==> config.mk <==
export PLATFORM = sky130hd
export DESIGN_NAME = led_activity
export DESIGN_NICKNAME = d
export VERILOG_FILES = /design/src/rtl/led_activity.sv
export SDC_FILE = /design/constraint.sdc
export NUM_CORES = 1
export LEC_CHECK = 0
export CAP_MARGIN = 25
export CORE_ASPECT_RATIO = 1.2
export CORE_MARGIN = 8
export CORE_UTILIZATION = 35
export DETAILED_ROUTE_END_ITERATION = 8
export GPL_TIMING_DRIVEN = 0
export PLACE_DENSITY = 0.64
export SYNTH_ARGS = -nofsm -noshare
export SYNTH_HDL_FRONTEND = slang
export SYNTH_SLANG_ARGS = --single-unit
==> constraint.sdc <==
create_clock -name clk -period 1.89 [get_ports clk]
set_input_delay 0.189 -clock clk [delete_from_list [all_inputs] [get_ports clk]]
set_output_delay 0.189 -clock clk [all_outputs]
set_load 0.01 [all_outputs]
==> src/rtl/led_activity.sv <==
// Activity-indicator LED driver: stretches single-cycle event strobes into visible
// blinks, one blink FSM plus saturating pending counter per channel, shared tick divider.
module led_activity #(
  parameter int unsigned CLK_CNT_WIDTH = 24,
  parameter int unsigned CH_WIDTH      = 1,
  parameter int unsigned PEND_WIDTH    = 2,
  parameter int unsigned ON_TICKS      = 2,
  parameter int unsigned OFF_TICKS     = 2
) (
  input  logic                     clk,
  input  logic                     rst_n,
  input  logic [CLK_CNT_WIDTH-1:0] div,
  input  logic                     clr,
  input  logic [CH_WIDTH-1:0]      event_in,
  output logic [CH_WIDTH-1:0]      led_out,
  output logic [CH_WIDTH-1:0]      busy,
  output logic [CH_WIDTH-1:0]      overflow,
  output logic                     tick_out
);

  localparam int unsigned TCNT_WIDTH = 8;
  localparam logic [TCNT_WIDTH-1:0] ON_LAST  = TCNT_WIDTH'(ON_TICKS - 1);
  localparam logic [TCNT_WIDTH-1:0] OFF_LAST = TCNT_WIDTH'(OFF_TICKS - 1);
  localparam logic [PEND_WIDTH-1:0] PEND_MAX = '1;

  typedef enum logic [1:0] {
    ST_IDLE = 2'd0,
    ST_ON   = 2'd1,
    ST_GAP  = 2'd2
  } state_t;

  logic [CLK_CNT_WIDTH-1:0] cnt;

  state_t                  state_q [CH_WIDTH];
  state_t                  state_d [CH_WIDTH];
  logic [TCNT_WIDTH-1:0]   tcnt_q  [CH_WIDTH];
  logic [TCNT_WIDTH-1:0]   tcnt_d  [CH_WIDTH];
  logic [PEND_WIDTH-1:0]   pend_q  [CH_WIDTH];
  logic [PEND_WIDTH-1:0]   pend_d  [CH_WIDTH];
  logic [CH_WIDTH-1:0]     consume_c;
  logic [CH_WIDTH-1:0]     led_d;
  logic [CH_WIDTH-1:0]     busy_d;
  logic [CH_WIDTH-1:0]     ovf_d;

  // Tick divider; a div lowered below cnt lets cnt run through all-ones and wrap.
  always_ff @(posedge clk or negedge rst_n) begin
    if (!rst_n) begin
      cnt      <= '0;
      tick_out <= 1'b0;
    end else begin
      tick_out <= (cnt == div);
      if (cnt == div) begin
        cnt <= '0;
      end else begin
        cnt <= cnt + CLK_CNT_WIDTH'(1);
      end
    end
  end

  // Channel state registers; outputs are registered from next-state values.
  always_ff @(posedge clk or negedge rst_n) begin
    if (!rst_n) begin
      for (int i = 0; i < int'(CH_WIDTH); i++) begin
        state_q[i] <= ST_IDLE;
        tcnt_q[i]  <= '0;
        pend_q[i]  <= '0;
      end
      led_out  <= '0;
      busy     <= '0;
      overflow <= '0;
    end else begin
      for (int i = 0; i < int'(CH_WIDTH); i++) begin
        state_q[i] <= state_d[i];
        tcnt_q[i]  <= tcnt_d[i];
        pend_q[i]  <= pend_d[i];
      end
      led_out  <= led_d;
      busy     <= busy_d;
      overflow <= ovf_d;
    end
  end

  // Per-channel next-state, pending-count and output logic.
  always_comb begin
    consume_c = '0;
    led_d     = '0;
    busy_d    = '0;
    ovf_d     = overflow;
    for (int i = 0; i < int'(CH_WIDTH); i++) begin
      state_d[i] = state_q[i];
      tcnt_d[i]  = tcnt_q[i];
      pend_d[i]  = pend_q[i];

      case (state_q[i])
        ST_IDLE: begin
          if (event_in[i] || (pend_q[i] != '0)) begin
            state_d[i]   = ST_ON;
            tcnt_d[i]    = '0;
            consume_c[i] = 1'b1;
          end
        end
        ST_ON: begin
          if (tick_out) begin
            if (tcnt_q[i] == ON_LAST) begin
              state_d[i] = ST_GAP;
              tcnt_d[i]  = '0;
            end else begin
              tcnt_d[i] = tcnt_q[i] + TCNT_WIDTH'(1);
            end
          end
        end
        ST_GAP: begin
          if (tick_out) begin
            if (tcnt_q[i] == OFF_LAST) begin
              state_d[i] = ST_IDLE;
              tcnt_d[i]  = '0;
            end else begin
              tcnt_d[i] = tcnt_q[i] + TCNT_WIDTH'(1);
            end
          end
        end
        default: begin
          state_d[i] = ST_IDLE;
          tcnt_d[i]  = '0;
        end
      endcase

      // An event paired with a consume nets to zero; an idle event with pend=0 is taken directly.
      if (event_in[i] && !consume_c[i]) begin
        if (pend_q[i] == PEND_MAX) begin
          ovf_d[i] = 1'b1;
        end else begin
          pend_d[i] = pend_q[i] + PEND_WIDTH'(1);
        end
      end else if (!event_in[i] && consume_c[i]) begin
        pend_d[i] = pend_q[i] - PEND_WIDTH'(1);
      end

      if (clr) begin
        state_d[i] = ST_IDLE;
        tcnt_d[i]  = '0;
        pend_d[i]  = '0;
        ovf_d[i]   = 1'b0;
      end

      led_d[i]  = (state_d[i] == ST_ON);
      busy_d[i] = (state_d[i] != ST_IDLE) || (pend_d[i] != '0);
    end
  end

endmodule

==> impl_metrics.py <==
metrics = {
    "floorplanning": {
        "initial_core_util_pct": 36.1,
        "fp.coreArea_um2": 6850,
        "pin_count": 32,
        "dieHeight_um": 108,
        "die_x_um": 92.7,
        "dieArea_um2": 10000,
        "rows": 33,
    },
    "power": {
        "comb_power_share_pct": 22.8,
        "power_w": 0.00207,
        "p_leak_nw": 1.28,
        "pwr-share-seq_pct": 43.6,
        "p_int_w": 0.00153,
        "clockPowerShare_pct": 33.6,
        "p_sw_w": 0.000539,
        "p_per_area_nw_per_um2": 622,
        "irDropWorstVdd_mv": 0.312,
        "switching_share_pct": 26.0,
    },
    "synthesis": {
        "synth_fp_nets": 302,
        "ys_ff_latch": 40,
        "synth_top_area_share_pct": 40.5,
        "synth.area.top_cells": "dfrtp_1 40%, xnor2_1 13%, ha_1 5.6%, a21oi_1 4.9%, nand4_1 3.3%",
        "ys_warn_count": 0,
        "synth_top_flop_cell": "dfrtp_1",
        "syn_inst": 263,
        "yosys.area.top_type": "dfrtp_1",
        "ys_seq_area_share_pct": 40.5,
        "synth_fa_ha_area_share_pct": 5.56,
        "synth_compound_area_share_pct": 14.3,
        "synth_edf_count": 0,
        "avgSynthCellArea_um2": 9.41,
        "synth_xor_area_share_pct": 14.2,
        "async_reset_ff_share_pct": 100,
        "synth_cell_types": 42,
        "synth_top_family_by_area": "simple AND/OR/NAND/NOR gates",
        "synth_area_um2": 2470,
        "yosys.area_share.simple_pct": 20.8,
        "synth_mux_area_share_pct": 0,
    },
    "worst_setup_path": {
        "cp_cell_sequence": "buf_2, nand3_4, or4_1, buf_6, or3_1, a22oi_1",
        "reg2reg_slack_ns": 0.02,
        "end_kind": "flip-flop",
        "crit_path_start_kind": "flip-flop",
        "crit_family": "simple AND/OR/NAND/NOR gates",
        "crit_slowest_cell": "or4_1",
        "crit_required_ns": 2.09,
        "reg2regPathDepth": 6,
        "worst_ep_arrival_time_ns": 2.07,
        "r2r_start": "cnt[3]$_DFF_PN0_",
        "r2r-end": "cnt[18]$_DFF_PN0_",
        "critPathMaxStageDelay_ns": 0.51,
        "path_class": "flip-flop to flip-flop",
        "crit_fanout": 7,
        "cp_num_buf_inv": 2,
    },
    "global_routing": {
        "met2_usage_pct": 22.6,
        "grt_pass1_wl_mm": 10.5,
        "gr-max-usage-layer": "met2",
        "grt_util_met3_pct": 2.98,
        "grt_remaining_overflow": 0,
        "met1_usage_pct": 14.7,
        "grt_use_total_pct": 12.8,
        "grt_max_degree": 39,
        "antenna_found_initial": 0,
        "grt_pass1_vias": 2245,
    },
    "finish": {
        "antenna_cells": 0,
        "layout_commonest_cell": "xnor2_1",
        "final_util_pct": 48.5,
        "layout.nets": 363,
        "drive_gt1_share_pct": 19.7,
        "area_growth_pct": 34.5,
        "final_cell_mix": "38 x xnor2_1, 33 x dfrtp_1, 30 x clkdlybuf4s50_1, 23 x a21oi_1, 23 x buf_4",
    },
    "run": {
        "drv_cap": 0,
    },
    "detailed_routing": {
        "routed_via_density": 5.28,
        "drtIter0Drc": 99,
        "ant_nets": 0,
        "vias": 2174,
        "firstDrtPassIters": 4,
        "drc": 0,
        "wl_mm": 6.25,
        "wl_per_cell_um": 15.2,
    },
    "clock_network": {
        "cts_tree": "built",
        "clk_pin_slew_ns": 0.08,
        "root_buffer": "clkbuf_8",
        "clock-sinks": 40,
        "htree_levels": 2,
        "cts_buffers": 5,
        "clk_latency_ns": 0.29,
        "cts_buffer_depth": 2,
    },
    "run_status": {
        "status": "complete, no violations",
    },
    "timing": {
        "slew_headroom_pct": 68.0,
        "layout_setup_ws_ns": 0.0216,
        "slew_violations": 0,
        "hold_violations": 0,
        "fin_skew_ns": 0.00603,
        "rsz0062_at_grt": "true",
        "post-route-min-period_ns": 1.87,
        "setup_viol": 0,
        "fmax_mhz": 535,
        "worst_pin_slew_ns": 0.475,
        "fin_crit_sh_pct": 98.9,
    },
    "min_path": {
        "hold_class": "input pin to async pin",
    },
    "placement": {
        "portBuffers": 31,
        "dp_worst_setup_slack_ns": -0.439,
        "hpwl_mm": 4.41,
        "place_congestion": 0.829,
    },
}
==> logic make-up (layout without fill, tap and decap cells) <==
group	Yosys count	in the layout
xor gates and xnor gates	40	40
AOI/OAI and AO/OA	58	58
adders and majority gates	11	11
and+or+nand+nor	85	85
buffers and inverters	29	91
DFF	40	40
==> power groups by stage <==
stage               Combinational (W)  Sequential [W]  Clock (W)
detailed placement           0.000373        0.000930          0
global route                 0.000522        0.000909   0.000739
CTS                          0.000436        0.000902   0.000714
floorplan                    0.000205        0.000933          0
global placement             0.000361        0.000929          0
finish                       0.000473        0.000902   0.000695
==> through the flow <==
stage | hold WS, ns | setup TNS [ns] | instances | area (um2)
after floorplan | -0.107 | 0 | 263 | 2480
after global placement | 0.485 | -27.52 | 381 | 2900
after detailed placement | -0.00106 | -9.15 | 382 | 2920
after CTS | 0.218 | -0.188 | 405 | 3190
after global routing | 0.245 | -0.146 | 412 | 3330
final | 0.218 | 0 | 412 | 3330
==> cells in the mapped netlist (2+ instances only) <==
| library cell | count |
|---|---|
| a22oi_1 | 5 |
| clkbuf_1 | 5 |
| a2bb2oi_1 | 2 |
| or4_1 | 2 |
| nor4_1 | 5 |
| and3_1 | 2 |
| clkbuf_2 | 2 |
| dfrtp_1 | 40 |
| ha_1 | 11 |
| or3_1 | 5 |
| xor2_1 | 2 |
| nor3_1 | 5 |
| xnor2_1 | 38 |
| nand2_1 | 11 |
| nand4_1 | 13 |
| nor3b_1 | 2 |
| a211oi_1 | 2 |
| nor2b_1 | 2 |
| and4_1 | 3 |
| nand3_1 | 13 |
| inv_1 | 19 |
| buf_2 | 3 |
| o22ai_1 | 5 |
| a21oi_1 | 24 |
| nor2_1 | 7 |
| o21ai_0 | 9 |
| nand2b_1 | 8 |
| a31oi_1 | 4 |
==> how the worst max path moves through the flow <==
stage / start / to / slack (ns) / cells past startpoint
final: cnt[3]$_DFF_PN0_ / cnt[18]$_DFF_PN0_ / 0.02 / 6
after global routing: cnt[0]$_DFF_PN0_ / cnt[18]$_DFF_PN0_ / -0.06 / 6
after CTS: cnt[3]$_DFF_PN0_ / cnt[20]$_DFF_PN0_ / -0.08 / 6
after detailed placement: div[0] / cnt[12]$_DFF_PN0_ / -0.44 / 6
after global placement: div[0] / cnt[10]$_DFF_PN0_ / -0.47 / 6
after floorplan: tcnt_q[1]$_DFFE_PN0P_ / busy$_DFF_PN0_ / 0.02 / 6
==> worst reg2reg max path: cells and delay by family, from the launching register on <==
| family | cells | cell delay (ns) |
|---|---|---|
| AOI/OAI and AO/OA | 1 | 0.17 |
| DFF | 1 | 0.33 |
| and+or+nand+nor | 3 | 0.95 |
| buffers and inverters | 2 | 0.34 |
==> sequential cells by signal (all words and copies together) (netlist names) <==
register / count
led_out: 1
busy: 1
tick_out: 1
pend_q: 2
overflow: 1
tcnt_q: 8
state_q: 2
cnt: 24
==> layer usage <==
layer,share of wire (%),vias up
met2,50,70
met1,43,1032
met5,0,-
li1,-,1060
met3,4.9,12
met4,2.2,0
==> cell type report <==
cell class	count	area [um2]
repair buffers	55	500
clock inverters	2	35.0
inverters	19	71.3
clock buffers	6	72.6
fillers	681	3530
multi-input cells	194	1470
plain buffers	9	62.6
flip-flops and latches	40	1010
well taps	87	109
==> what timing repair did <==
action | in CTS | in global routing
hold buffers | 1 | 0
pin swaps | 6 | 7
endpoints found under the setup margin | 25 | 29
gates resized for setup | 15 | 26
buffers inserted | 14 | 8
endpoints found under the hold margin | 40 | 0
Power figures use the tool's default switching activity.
